$ cat config.mk
export PLATFORM = sky130hd
export DESIGN_NAME = button_sequencer
export DESIGN_NICKNAME = d
export VERILOG_FILES = /design/src/rtl/calc_pkg.sv /design/src/rtl/button_fifo.sv /design/src/rtl/button_sequencer.sv
export SDC_FILE = /design/constraint.sdc
export NUM_CORES = 1
export LEC_CHECK = 0
export ABC_CLOCK_PERIOD_IN_PS = 5700
export CORE_AREA = 5 5 92 94
export CTS_CLUSTER_DIAMETER = 50
export DETAILED_ROUTE_END_ITERATION = 7
export DIE_AREA = 0 0 97 99
export HOLD_SLACK_MARGIN = 0.03
export PLACE_DENSITY = 0.59
export SYNTH_ARGS = -nofsm -noshare
export SYNTH_HDL_FRONTEND = slang
export SYNTH_SLANG_ARGS = --single-unit
$ cat constraint.sdc
create_clock -name clk_i -period 5.7 [get_ports clk_i]
set_clock_uncertainty 0.05 [all_clocks]
set_input_delay 0.855 -clock clk_i [delete_from_list [all_inputs] [get_ports clk_i]]
set_output_delay 0.855 -clock clk_i [all_outputs]
set_load 0.05 [all_outputs]
$ cat src/rtl/calc_pkg.sv
// Calculator shared types: button codes, raw bus and sequencer states.
// Also hosts the code-to-bus mapping used by the sequencer and DV.
package calc_pkg;

  typedef enum logic [4:0] {
    B_NONE  = 5'd0,
    B_NUM_0 = 5'd1,
    B_NUM_1 = 5'd2,
    B_NUM_2 = 5'd3,
    B_NUM_3 = 5'd4,
    B_NUM_4 = 5'd5,
    B_NUM_5 = 5'd6,
    B_NUM_6 = 5'd7,
    B_NUM_7 = 5'd8,
    B_NUM_8 = 5'd9,
    B_NUM_9 = 5'd10,
    B_PLUS  = 5'd11,
    B_MINUS = 5'd12,
    B_MUL   = 5'd13,
    B_DIV   = 5'd14,
    B_EQ    = 5'd15,
    B_CLR   = 5'd16
  } active_button_t;

  localparam int unsigned NumButtons = 16;

  typedef logic [NumButtons-1:0] buttons_t;

  typedef enum logic [2:0] {
    S_IDLE,
    S_GAP,
    S_PRESS,
    S_SETTLE,
    S_WAIT
  } seq_state_e;

  // Code n drives bit n-1; B_NONE maps to an all-zero bus.
  function automatic buttons_t button2buttons(
    input active_button_t b
  );
    logic [NumButtons:0] w;
    w = {{NumButtons{1'b0}}, 1'b1} << b;
    return w[NumButtons:1];
  endfunction

endpackage

$ cat src/rtl/button_fifo.sv
// Small power-of-two FIFO with flush, generic over element type.
// Flush wins over push and pop in the same cycle.
module button_fifo #(
  parameter int unsigned Depth = 8,
  parameter type         T     = logic [7:0]
) (
  input  logic                       clk_i,
  input  logic                       rst_ni,
  input  logic                       flush_i,
  input  logic                       push_i,
  input  T                           data_i,
  input  logic                       pop_i,
  output T                           head_o,
  output logic                       full_o,
  output logic                       empty_o,
  output logic [$clog2(Depth+1)-1:0] count_o
);

  localparam int unsigned PtrW = $clog2(Depth);
  localparam int unsigned CntW = $clog2(Depth + 1);

  T                mem_q [Depth];
  logic [PtrW-1:0] wr_q;
  logic [PtrW-1:0] rd_q;
  logic [CntW-1:0] cnt_q;
  logic            do_push;
  logic            do_pop;

  assign full_o  = (cnt_q == CntW'(Depth));
  assign empty_o = (cnt_q == '0);
  assign count_o = cnt_q;
  assign head_o  = mem_q[rd_q];

  assign do_push = push_i && !full_o && !flush_i;
  assign do_pop  = pop_i && !empty_o && !flush_i;

  // Pointers wrap naturally because Depth is a power of two.
  always_ff @(posedge clk_i) begin
    if (!rst_ni || flush_i) begin
      wr_q  <= '0;
      rd_q  <= '0;
      cnt_q <= '0;
    end else begin
      if (do_push) wr_q <= wr_q + 1'b1;
      if (do_pop)  rd_q <= rd_q + 1'b1;
      unique case (1'b1)
        do_push && !do_pop: cnt_q <= cnt_q + 1'b1;
        do_pop && !do_push: cnt_q <= cnt_q - 1'b1;
        default: ;
      endcase
    end
  end

  always_ff @(posedge clk_i) begin
    if (do_push) mem_q[wr_q] <= data_i;
  end

endmodule

$ cat src/rtl/button_sequencer.sv
// Replays queued button codes as clean gap/hold/settle presses,
// waiting for the controller to go idle between entries.
module button_sequencer
  import calc_pkg::*;
#(
  parameter int unsigned Depth        = 8,
  parameter int unsigned GapCycles    = 1,
  parameter int unsigned HoldCycles   = 2,
  parameter int unsigned SettleCycles = 2
) (
  input  logic                       clk_i,
  input  logic                       rst_ni,
  input  logic                       push_valid_i,
  input  active_button_t             push_button_i,
  output logic                       push_ready_o,
  input  logic                       flush_i,
  input  logic                       ctrl_idle_i,
  output buttons_t                   buttons_o,
  output logic                       busy_o,
  output logic [$clog2(Depth+1)-1:0] count_o,
  output logic                       done_o
);

  localparam int unsigned MaxGH =
    (GapCycles > HoldCycles) ? GapCycles : HoldCycles;
  localparam int unsigned MaxCyc =
    (MaxGH > SettleCycles) ? MaxGH : SettleCycles;
  localparam int unsigned CntW =
    (MaxCyc > 1) ? $clog2(MaxCyc) : 1;

  seq_state_e     state_q;
  logic [CntW-1:0] cnt_q;
  buttons_t       buttons_q;

  active_button_t head;
  logic           fifo_full;
  logic           fifo_empty;
  logic           pop;

  assign pop = (state_q == S_WAIT) && ctrl_idle_i;

  button_fifo #(
    .Depth (Depth),
    .T     (active_button_t)
  ) u_fifo (
    .clk_i   (clk_i),
    .rst_ni  (rst_ni),
    .flush_i (flush_i),
    .push_i  (push_valid_i),
    .data_i  (push_button_i),
    .pop_i   (pop),
    .head_o  (head),
    .full_o  (fifo_full),
    .empty_o (fifo_empty),
    .count_o (count_o)
  );

  assign push_ready_o = !fifo_full;
  assign busy_o       = (state_q != S_IDLE) || !fifo_empty;
  assign buttons_o    = buttons_q;
  assign done_o       = rst_ni && !flush_i && pop && !fifo_empty;

  // buttons_q is loaded with the value of the state being entered.
  always_ff @(posedge clk_i) begin
    if (!rst_ni || flush_i) begin
      state_q   <= S_IDLE;
      cnt_q     <= '0;
      buttons_q <= '0;
    end else begin
      buttons_q <= '0;
      unique case (state_q)
        S_IDLE: begin
          if (!fifo_empty && ctrl_idle_i) begin
            state_q <= S_GAP;
            cnt_q   <= CntW'(GapCycles - 1);
          end
        end
        S_GAP: begin
          if (cnt_q == '0) begin
            state_q   <= S_PRESS;
            cnt_q     <= CntW'(HoldCycles - 1);
            buttons_q <= button2buttons(head);
          end else begin
            cnt_q <= cnt_q - 1'b1;
          end
        end
        S_PRESS: begin
          if (cnt_q == '0) begin
            state_q <= S_SETTLE;
            cnt_q   <= CntW'(SettleCycles - 1);
          end else begin
            cnt_q     <= cnt_q - 1'b1;
            buttons_q <= button2buttons(head);
          end
        end
        S_SETTLE: begin
          if (cnt_q == '0) begin
            state_q <= S_WAIT;
          end else begin
            cnt_q <= cnt_q - 1'b1;
          end
        end
        S_WAIT: begin
          if (ctrl_idle_i) state_q <= S_IDLE;
        end
        default: state_q <= S_IDLE;
      endcase
    end
  end

endmodule

==> results of run 1 <==
[cells by family after synthesis]
family | synth area share (%)
AOI/OAI and AO/OA | 2.98
xor gates and xnor gates | 2.39
adders and majority gates | 2.13
buffers and inverters | 1.92
DFF | 63.4
muxes | 13.4
and+or+nand+nor | 13.8
[layout make-up]
class	count	area [um2]
fillers	689	4000
flip-flops and latches	73	1860
multi-input cells	130	1020
repair buffers	32	320
well taps	102	128
clock buffers	9	124
clock inverters	7	104
inverters	2	7.51
[power by group through the flow]
stage	clock (mW)	combinational, mW	sequential, mW
floorplan	0	0.0184	0.572
global placement	0	0.0342	0.572
detailed placement	0	0.0349	0.572
CTS	0.464	0.0350	0.559
global route	0.486	0.0380	0.560
finish	0.451	0.0343	0.559
[registers in the layout, indices dropped and copies added, names as in the netlist, named ones only]
register	cells
u_fifo.wr_q	3
u_fifo.count_o	4
buttons_o	16
u_fifo.mem_q	40
cnt_q	1
state_q	3
u_fifo.rd_q	3
[how the worst min path moves through the flow]
stage / startpoint / endpoint / cells after the start
after floorplan: u_fifo.rd_q[2] / register / 2
after global placement: u_fifo.rd_q[2] / u_fifo.rd_q[2] / 2
after detailed placement: u_fifo.rd_q[0] / register / 2
after CTS: state_q[0] / state_q[2] / 2
after global routing: u_fifo.rd_q[0] / u_fifo.rd_q[0] / 2
final: u_fifo.rd_q[0] / register / 2
[metrics by stage]
step           hold slack, ps  cell area, um2  power, mW
2_1_floorplan             435            2940      0.590
3_3_place_gp              477            3340      0.606
3_5_place_dp              477            3340      0.607
4_1_cts                   501            3560       1.06
5_1_grt                   537            3560       1.08
6_report                  497            3560       1.04
[metal layers]
| metal | vias up | global-route usage, % | share of wire, % |
|---|---|---|---|
| li1 | 856 | - | - |
| met1 | 809 | 14.7 | 47 |
| met2 | 30 | 17.5 | 47 |
| met3 | 8 | 3.47 | 4.0 |
| met4 | 0 | 5.83 | 2.0 |
| met5 | - | 0 | 0 |
[worst max-delay path, stage by stage]
cell                              delay [ps]
sky130_fd_sc_hd__clkdlybuf4s50_1         460
sky130_fd_sc_hd__nand2b_1                480
sky130_fd_sc_hd__nor2_1                  230
sky130_fd_sc_hd__clkdlybuf4s50_1         820
[cells in the final DEF, fill, tap and decap left out, types with 3 or more instances in the layout]
cell type | synthesis | layout
sky130_fd_sc_hd__edfxtp_1 | 40 | 40
sky130_fd_sc_hd__nor2_1 | 33 | 33
sky130_fd_sc_hd__dfxtp_1 | 33 | 33
sky130_fd_sc_hd__clkdlybuf4s50_1 | 0 | 32
sky130_fd_sc_hd__nand2_1 | 9 | 9
sky130_fd_sc_hd__mux2i_1 | 9 | 9
sky130_fd_sc_hd__mux4_2 | 9 | 9
sky130_fd_sc_hd__clkbuf_8 | 0 | 9
sky130_fd_sc_hd__nor3_1 | 7 | 7
sky130_fd_sc_hd__xor2_1 | 7 | 7
sky130_fd_sc_hd__a21oi_1 | 5 | 5
sky130_fd_sc_hd__mux2_2 | 5 | 5
sky130_fd_sc_hd__ha_1 | 5 | 5
sky130_fd_sc_hd__nand3_1 | 4 | 4
sky130_fd_sc_hd__nand4_1 | 4 | 4
sky130_fd_sc_hd__nand3b_1 | 4 | 4
sky130_fd_sc_hd__clkinv_4 | 0 | 4
sky130_fd_sc_hd__nand4b_1 | 3 | 3
sky130_fd_sc_hd__nand2b_1 | 3 | 3
sky130_fd_sc_hd__o21ai_0 | 3 | 3
==> results_tabular.tex, run 1 <==
\begin{tabular}{lr}
\hline
Metric & Value \\
\hline
\multicolumn{2}{l}{\textbf{Run status}} \\
Outcome & completed \\
\multicolumn{2}{l}{\textbf{Critical path}} \\
Worst Setup End Kind & output port \\
Startpoint of the worst-slack reg-to-reg timing path & u\_fifo.count\_o[1] \\
Required time at the worst-slack endpoint & about 4800 ps \\
Timing endpoint of the critical path & done\_o \\
Reg2Reg Depth & 10 \\
Critical path class & input pin to output port \\
R2r endpoint & u\_fifo.count\_o[2] \\
Critical path launch point type & input pin \\
Data arrival time of the critical path & $\sim$2900 ps \\
Reg2Reg Setup Slack & approximately 3000 ps \\
CP max FO & 18 \\
Crit path launch & flush\_i \\
\multicolumn{2}{l}{\textbf{Route}} \\
Antenna Nets Post-Route & 0 \\
Vias after detailed routing & between 1500 and 2000 \\
Per-cell via count in the routed design & between 4 and 5 \\
Wirelength, routed & between 5 and 6 mm \\
Starting DRC count in detailed routing & 51 \\
Average wire length per cell after detail routing & 14.5 um \\
Drt drc & 0 \\
Number of detailed-route iterations in the first pass & 6 \\
\multicolumn{2}{l}{\textbf{Logic synthesis}} \\
Netlist area before placement & between 2000 and 3000 um2 \\
Portion of the post-synthesis area used by sequential elements & 63.4\% \\
Share of the synthesized area in the top cell type & around 41\% \\
FFs w/ async S/R, synth & 0\% \\
Register bit count reported by yosys & 73 \\
Most used flip-flop cell after synthesis & sky130\_fd\_sc\_hd\_\_edfxtp\_1 \\
Gate count after technology mapping & 214 \\
Synth top cells by count & sky130\_fd\_sc\_hd\_\_edfxtp\_1, sky130\_fd\_sc\_hd\_\_dfxtp\_1, sky130\_fd\_sc\_hd\_\_nor2\_1 \\
Most used standard cell by instance count after synthesis & sky130\_fd\_sc\_hd\_\_edfxtp\_1 \\
Total nets after synthesis & between 200 and 250 \\
Post-synth EDFFs & 40 \\
Post-synthesis cell type with the largest combined area & sky130\_fd\_sc\_hd\_\_edfxtp\_1 \\
Per-instance average area after synthesis & between 10 and 15 um2 \\
Number of warning messages in the yosys log & 0 \\
Post-synthesis cell type count & 39 \\
Dominant cells by area after synthesis & sky130\_fd\_sc\_hd\_\_edfxtp\_1, sky130\_fd\_sc\_hd\_\_dfxtp\_1, sky130\_fd\_sc\_hd\_\_mux4\_2 \\
\multicolumn{2}{l}{\textbf{Clock tree}} \\
CTS tree & yes \\
Total setup buffers inserted after CTS & 0 \\
Buffer levels on the longest clock path & 2 \\
Clock network latency to the later pin of the worst-skew pair & around 350 ps \\
Number of gates resized after cts & 0 \\
Number of buffers added by the clock tree synthesis step & 9 \\
Clock net sink count & 73 \\
Clock Tree Root & sky130\_fd\_sc\_hd\_\_clkbuf\_8 \\
Clock transition at the register clock pins on the worst setup and hold paths after CTS & approximately 80 ps \\
CTS H-tree lvls & 3 \\
Hold\_buf cts & 0 \\
\multicolumn{2}{l}{\textbf{Floorplanning}} \\
Rows & 32 \\
Die extent in x & 97 um \\
Initial standard-cell utilization of the core & around two fifths \\
Core region area & roughly 7600 um2 \\
Die Span Y & just under 100 um \\
Die ar. & approximately 9600 um2 \\
Count of boundary I/O pins & 33 \\
\multicolumn{2}{l}{\textbf{Power}} \\
Flop pwr share & between 50 and 60\% \\
Power density of the placed cells & between 200 and 300 nW/um2 \\
Static leakage & 1.16 nW \\
Total internal power & around 0.82 mW \\
Power spent charging and discharging nets & between 0.2 and 0.25 mW \\
IR drop worst, VDD & 0.121 mV \\
Comb power frac & approximately 3.3\% \\
Sw Ratio & 21.3\% \\
Clock group share of total power & 43.1\% \\
\multicolumn{2}{l}{\textbf{GRT}} \\
Wire length of the first global-routing pass & about 8.6 mm \\
Via count of the first global-routing pass & roughly 1700 \\
Overall global routing resource usage & 11.4\% \\
Antenna violations before repair & 0 \\
Sum of overflow across all layers after global routing & 0 \\
Maximum number of pins on one net before global-route repair & 19 \\
\multicolumn{2}{l}{\textbf{STA}} \\
Final max-slew violation count & 0 \\
Final clock period utilization by the worst path & about two thirds \\
Number of endpoints failing setup at the final stage & 0 \\
Transition time of the tightest slew-check pin & approximately 750 ps \\
Highest clock frequency the design can meet & between 200 and 300 MHz \\
Setup WS post-layout & between 1500 and 2000 ps \\
Number of failing hold endpoints at the final stage & 0 \\
Final min period & between 3000 and 4000 ps \\
RSZ-0062 raised after global routing & no \\
Headroom to the max-slew limit & 49.5\% \\
Aggregate negative setup slack & 0 ps \\
\multicolumn{2}{l}{\textbf{Cells and area}} \\
Synthesis-to-finish area growth & 21.3\% \\
Utilization after layout & 47.1\% \\
Non-filler cells in the finished layout & about 360 \\
Diode insertion count for antenna repair & 0 \\
Share of final-layout standard cells stronger than drive strength 1 & 14.2\% \\
\# nets final & roughly 260 \\
\multicolumn{2}{l}{\textbf{Placement}} \\
Port Buf Inserts & 32 \\
Setup slack after placement & around 1900 ps \\
Final estimated routing congestion in global placement & around 0.73 \\
Placed wire-length estimate after detailed placement & 3.61 mm \\
Placed Instances & roughly 340 \\
\multicolumn{2}{l}{\textbf{Run}} \\
Number of max-capacitance violations reported & 0 \\
\multicolumn{2}{l}{\textbf{Hold path}} \\
Class of the most critical hold timing path & register to register \\
\hline
\end{tabular}
Note: power is estimated with default switching activity, not from simulation.
==> run 2, diff against run 1 <==
Settings changed: ABC_CLOCK_PERIOD_IN_PS 5700 to 3820.
Clock period 5.7 ns to 3.82 ns, I/O delays scaled along.
==> run 2 against run 1 <==
Effect of this change: sequential share of layout area up 0.24 points; worst hold slack lost 1.3 ps; cell count up 0.28%; sequential cell count unchanged; global-route usage up 0.11 points; combinational power rose by 53%; worst setup slack lost 1200 ps; sequential power grew 49%; count of clock-buffer cells in the layout stayed put; register-to-register slack lost 1900 ps; largest cell class unchanged.
==> results_tabular.tex, run 2 (synthesis gave the netlist of run 1 again) <==
\begin{tabular}{lr}
\hline
Metric & Value \\
\hline
\multicolumn{2}{l}{\textbf{Run status}} \\
Outcome & completed \\
\multicolumn{2}{l}{\textbf{Floorplanning}} \\
Count of boundary I/O pins & 33 \\
Initial standard-cell utilization of the core & between 30\% and 40\% \\
Rows & 32 \\
Die ar. & between 9000 and 10000 um2 \\
Die Span Y & slightly below 100 um \\
Die extent in x & just under 100 um \\
Core region area & 7570 um2 \\
\multicolumn{2}{l}{\textbf{Cells and area}} \\
Most frequent cells in the layout & sky130\_fd\_sc\_hd\_\_edfxtp\_1, sky130\_fd\_sc\_hd\_\_nor2\_1, sky130\_fd\_sc\_hd\_\_dfxtp\_1 \\
Non-filler cells in the finished layout & 356 \\
Most common cell after layout, fill and taps aside & sky130\_fd\_sc\_hd\_\_edfxtp\_1 \\
Share of final-layout standard cells stronger than drive strength 1 & approximately 15\% \\
Number of flip-flops under the largest register name & 40 \\
\# nets final & approximately 260 \\
Synthesis-to-finish area growth & 20.8\% \\
Top reg by flops & u\_fifo.mem\_q \\
Diode insertion count for antenna repair & 0 \\
\multicolumn{2}{l}{\textbf{Clock tree}} \\
Clock network latency to the later pin of the worst-skew pair & between 300 and 400 ps \\
CTS tree & yes \\
Clock net sink count & 73 \\
Clock Tree Root & sky130\_fd\_sc\_hd\_\_clkbuf\_8 \\
Buffer levels on the longest clock path & 2 \\
Clock transition at the register clock pins on the worst setup and hold paths after CTS & around 80 ps \\
CTS H-tree lvls & 3 \\
Number of buffers added by the clock tree synthesis step & 9 \\
Total setup buffers inserted after CTS & 0 \\
Number of gates resized after cts & 0 \\
Hold\_buf cts & 0 \\
\multicolumn{2}{l}{\textbf{GRT}} \\
Overall global routing resource usage & a little under an eighth \\
Via count of the first global-routing pass & roughly 1800 \\
Antenna violations before repair & 0 \\
Wire length of the first global-routing pass & 8.74 mm \\
Maximum number of pins on one net before global-route repair & 18 \\
Sum of overflow across all layers after global routing & 0 \\
\multicolumn{2}{l}{\textbf{Critical path}} \\
Critical path class & input pin to output port \\
Startpoint of the worst-slack reg-to-reg timing path & u\_fifo.count\_o[1] \\
Worst Setup End Kind & output port \\
Crit path largest cell delay & roughly 810 ps \\
Cell with the biggest individual delay on the critical path & sky130\_fd\_sc\_hd\_\_clkdlybuf4s50\_1 \\
Data arrival time of the critical path & 2410 ps \\
CP max FO & 4 \\
Crit path launch & ctrl\_idle\_i \\
Critical path launch point type & input pin \\
Top cell by count, worst path & sky130\_fd\_sc\_hd\_\_clkdlybuf4s50\_1 \\
Cell-by-cell listing of the critical path & clkdlybuf4s50\_1 > o41a\_1 > nand3\_1 > nor2\_1 > clkdlybuf4s50\_1 \\
Required time at the worst-slack endpoint & about 3200 ps \\
\multicolumn{2}{l}{\textbf{STA}} \\
Final max-slew violation count & 0 \\
Aggregate negative setup slack & 0 ps \\
RSZ-0062 raised after global routing & no \\
Highest clock frequency the design can meet & 330 MHz \\
Number of endpoints failing setup at the final stage & 0 \\
Final min period & roughly 3000 ps \\
Transition time of the tightest slew-check pin & $\sim$800 ps \\
Final clock period utilization by the worst path & $\sim$79\% \\
Headroom to the max-slew limit & a little under half \\
Post-route worst hold slack & between 400 and 500 ps \\
Number of failing hold endpoints at the final stage & 0 \\
\multicolumn{2}{l}{\textbf{Route}} \\
Vias after detailed routing & roughly 1700 \\
Average wire length per cell after detail routing & 14.5 um \\
Antenna Nets Post-Route & 0 \\
Per-cell via count in the routed design & $\sim$4.8 \\
Drt drc & 0 \\
Starting DRC count in detailed routing & 65 \\
Number of detailed-route iterations in the first pass & 4 \\
Wirelength, routed & just over 5 mm \\
\multicolumn{2}{l}{\textbf{Placement}} \\
Placed wire-length estimate after detailed placement & 3.70 mm \\
Final estimated routing congestion in global placement & between 0.7 and 0.8 \\
Port Buf Inserts & 32 \\
Placed Instances & 340 \\
\multicolumn{2}{l}{\textbf{Power}} \\
Clock group share of total power & between 40\% and 50\% \\
Power density of the placed cells & approximately 420 nW/um2 \\
Static leakage & around 1.1 nW \\
Comb power frac & 3.5\% \\
Power spent charging and discharging nets & 0.333 mW \\
Flop pwr share & 55.9\% \\
Total internal power & 1.16 mW \\
IR drop worst, VDD & between 0.15 and 0.2 mV \\
Sw Ratio & 22.3\% \\
\multicolumn{2}{l}{\textbf{Hold path}} \\
Min-delay src & u\_fifo.wr\_q[1] \\
Class of the most critical hold timing path & register to register \\
\multicolumn{2}{l}{\textbf{Run}} \\
Number of max-capacitance violations reported & 0 \\
\hline
\end{tabular}
==> run 2: critical path: cells and delay by family <==
family,cells,cell delay [ps]
AOI/OAI and AO/OA,1,170
buffers and inverters,2,1300
and+or+nand+nor,2,370
==> run 2: worst paths after layout <==
check,endpoint,slack (ps),cells past startpoint
worst max-delay path,done_o,790,5
worst min-delay path,u_fifo.wr_q[1],500,2
worst max register to register,u_fifo.count_o[2],1090,10
worst min register to register,u_fifo.wr_q[1],500,2
==> run 2: cell type report <==
| type | instances | area [um2] |
|---|---|---|
| Clock inverter | 7 | 80.1 |
| Sequential cell | 73 | 1860 |
| Timing Repair Buffer | 33 | 328 |
| Multi-Input combinational cell | 130 | 1020 |
| Tap cell | 102 | 128 |
| Clock buffer | 9 | 124 |
| Fill cell | 678 | 4020 |
| Inverter | 2 | 7.51 |
==> run 2: through the flow <==
| stage | worst slack (ps) | util (%) | instance area [um2] | power, mW |
|---|---|---|---|---|
| 2_1_floorplan | 454 | - | 2940 | 0.881 |
| 3_3_place_gp | 801 | 44.2 | 3340 | 0.905 |
| 3_5_place_dp | 792 | 44.2 | 3340 | 0.906 |
| 4_1_cts | 781 | 46.9 | 3550 | 1.51 |
| 5_1_grt | 687 | 46.9 | 3550 | 1.56 |
| 6_report | 787 | 46.9 | 3550 | 1.49 |
==> run 2: power groups by stage <==
stage / registers [mW] / logic [mW] / clock network (mW)
CTS: 0.835 / 0.0533 / 0.623
finish: 0.835 / 0.0524 / 0.607
global placement: 0.853 / 0.0522 / 0
detailed placement: 0.853 / 0.0531 / 0
global route: 0.836 / 0.0575 / 0.664
floorplan: 0.854 / 0.0274 / 0
==> run 2: per-layer routing <==
layer	up-vias	global-route usage [%]	wire length, um
li1	860	-	-
met1	823	14.4	2380
met2	35	18.6	2510
met3	8	2.55	172
met4	0	6.48	97
met5	-	0	0
==> run 3, diff against run 2 <==
Settings changed: ABC_CLOCK_PERIOD_IN_PS 3820 to 2700, PLACE_DENSITY 0.59 to 0.61.
Clock period 3.82 ns to 2.7 ns, I/O delays scaled along.
==> run 3 against run 2 <==
Effect of this change: cell count grew 1.7%; via count rose by 0.70%; utilization rose by 0.71 points; sequential power up 41%; clock power is 27% higher; largest cell class unchanged.
==> results_tabular.tex, run 3 (synthesis gave the netlist of run 1 again) <==
\begin{tabular}{lr}
\hline
Metric & Value \\
\hline
\multicolumn{2}{l}{\textbf{Cells and area}} \\
\# nets final & 270 \\
Number of flip-flops under the largest register name & 40 \\
Share of final-layout standard cells stronger than drive strength 1 & 18.8\% \\
Most frequent cells in the layout & sky130\_fd\_sc\_hd\_\_edfxtp\_1, sky130\_fd\_sc\_hd\_\_nor2\_1, sky130\_fd\_sc\_hd\_\_clkdlybuf4s50\_1 \\
Most common cell after layout, fill and taps aside & sky130\_fd\_sc\_hd\_\_edfxtp\_1 \\
Top reg by flops & u\_fifo.mem\_q \\
Synthesis-to-finish area growth & 22.6\% \\
Final Instance Area & 3600 um2 \\
Diode insertion count for antenna repair & 0 \\
\multicolumn{2}{l}{\textbf{GRT}} \\
Overall global routing resource usage & around 11\% \\
Antenna violations before repair & 0 \\
Sum of overflow across all layers after global routing & 0 \\
Wire length of the first global-routing pass & between 8 and 9 mm \\
Via count of the first global-routing pass & roughly 1600 \\
Maximum number of pins on one net before global-route repair & 15 \\
\multicolumn{2}{l}{\textbf{Route}} \\
Topmost layer with routed signal wires & met4 \\
Average wire length per cell after detail routing & between 10 and 15 um \\
Detail Route met2 WL & $\sim$2.4 mm \\
Wirelength, routed & around 5.0 mm \\
Vias after detailed routing & about 1700 \\
Number of detailed-route iterations in the first pass & 4 \\
Drt drc & 0 \\
Antenna Nets Post-Route & 0 \\
M1 WL & $\sim$2.3 mm \\
Per-cell via count in the routed design & just under 5 \\
Starting DRC count in detailed routing & between 80 and 90 \\
Routed length on met3 & a little under 200 um \\
\multicolumn{2}{l}{\textbf{Placement}} \\
Final estimated routing congestion in global placement & 0.728 \\
Placed Area & 3420 um2 \\
Setup slack after placement & -8.48 ps \\
Placed wire-length estimate after detailed placement & $\sim$3.6 mm \\
Port Buf Inserts & 32 \\
\multicolumn{2}{l}{\textbf{Power}} \\
Overall power after layout & approximately 2.0 mW \\
Power density of the placed cells & approximately 560 nW/um2 \\
IR drop worst, VDD & between 0.2 and 0.25 mV \\
Static leakage & around 1.2 nW \\
\multicolumn{2}{l}{\textbf{Critical path}} \\
Required time at the worst-slack endpoint & $\sim$2300 ps \\
Worst Setup End Kind & output port \\
Critical path launch point type & register \\
CP max FO & 8 \\
Data arrival time of the critical path & about 2000 ps \\
Reg2Reg Setup Slack & approximately 250 ps \\
Critical path class & register to output port \\
\multicolumn{2}{l}{\textbf{Run}} \\
Number of max-capacitance violations reported & 0 \\
\multicolumn{2}{l}{\textbf{Floorplanning}} \\
Rows & 32 \\
Die extent in x & between 90 and 100 um \\
Core region area & about 7600 um2 \\
Die ar. & 9600 um2 \\
Count of boundary I/O pins & 33 \\
Die Span Y & approximately 99 um \\
Initial standard-cell utilization of the core & slightly below 40\% \\
\multicolumn{2}{l}{\textbf{STA}} \\
Post-route worst hold slack & approximately 500 ps \\
Number of endpoints failing setup at the final stage & 0 \\
Transition time of the tightest slew-check pin & a little under 600 ps \\
Aggregate negative setup slack & 0 ps \\
Final clock period utilization by the worst path & between 90\% and 100\% \\
RSZ-0062 raised after global routing & no \\
Highest clock frequency the design can meet & between 400 and 500 MHz \\
Setup WS post-layout & about 250 ps \\
Final max-slew violation count & 0 \\
Number of failing hold endpoints at the final stage & 0 \\
Headroom to the max-slew limit & 60.4\% \\
Final min period & 2450 ps \\
\multicolumn{2}{l}{\textbf{Clock tree}} \\
Total setup buffers inserted after CTS & 0 \\
CTS H-tree lvls & 3 \\
Clock net sink count & 73 \\
Number of buffers added by the clock tree synthesis step & 9 \\
Clock network latency to the later pin of the worst-skew pair & 350 ps \\
Clock Tree Root & sky130\_fd\_sc\_hd\_\_clkbuf\_8 \\
Clock transition at the register clock pins on the worst setup and hold paths after CTS & around 80 ps \\
Buffer levels on the longest clock path & 2 \\
CTS tree & yes \\
\multicolumn{2}{l}{\textbf{Run status}} \\
Outcome & completed \\
\multicolumn{2}{l}{\textbf{Hold path}} \\
Class of the most critical hold timing path & register to register \\
\hline
\end{tabular}
[run 3: worst paths after layout]
check,startpoint,endpoint,cells past startpoint
min reg2reg,u_fifo.rd_q[1],u_fifo.rd_q[1],2
max reg2reg,u_fifo.count_o[0],u_fifo.count_o[2],10
min,u_fifo.rd_q[1],u_fifo.rd_q[1],2
max,state_q[1],busy_o,4
[run 3: layout make-up]
| cell class | instances | area [um2] |
|---|---|---|
| flip-flops and latches | 73 | 1870 |
| clock inverters | 7 | 53.8 |
| repair buffers | 39 | 385 |
| inverters | 2 | 7.51 |
| multi-input cells | 130 | 1030 |
| well taps | 102 | 128 |
| clock buffers | 9 | 124 |
| fillers | 660 | 3970 |
[run 3: routing by layer]
metal | up-vias | track usage, %
li1 | 879 | -
met1 | 818 | 14.6
met2 | 31 | 16.8
met3 | 10 | 3.04
met4 | 0 | 6.80
met5 | - | 0
[run 3: stage by stage]
step                utilization (%)  std cells
floorplan                         -        214
global placement               45.2        346
detailed placement             45.2        346
CTS                            47.6        362
global route                   47.6        362
finish                         47.6        362
[run 3: worst max-delay path, stage by stage, from the launching register on]
cell and delay (ps):
sky130_fd_sc_hd__dfxtp_1 490, sky130_fd_sc_hd__nor2_1 100, sky130_fd_sc_hd__buf_4 160, sky130_fd_sc_hd__nand4b_1 90, sky130_fd_sc_hd__clkdlybuf4s50_1 810
[run 3: timing repair]
item	4_1_cts	5_1_grt
hold buffers	0	0
endpoints found under the setup margin	0	1
gates resized for setup	0	1
[run 3: power breakdown]
| part | internal [mW] | switching [mW] |
|---|---|---|
| Sequential | 1.18 | 0.00502 |
| Combinational | 0.0338 | 0.0436 |
| Clock | 0.339 | 0.429 |
| Total | 1.55 | 0.477 |
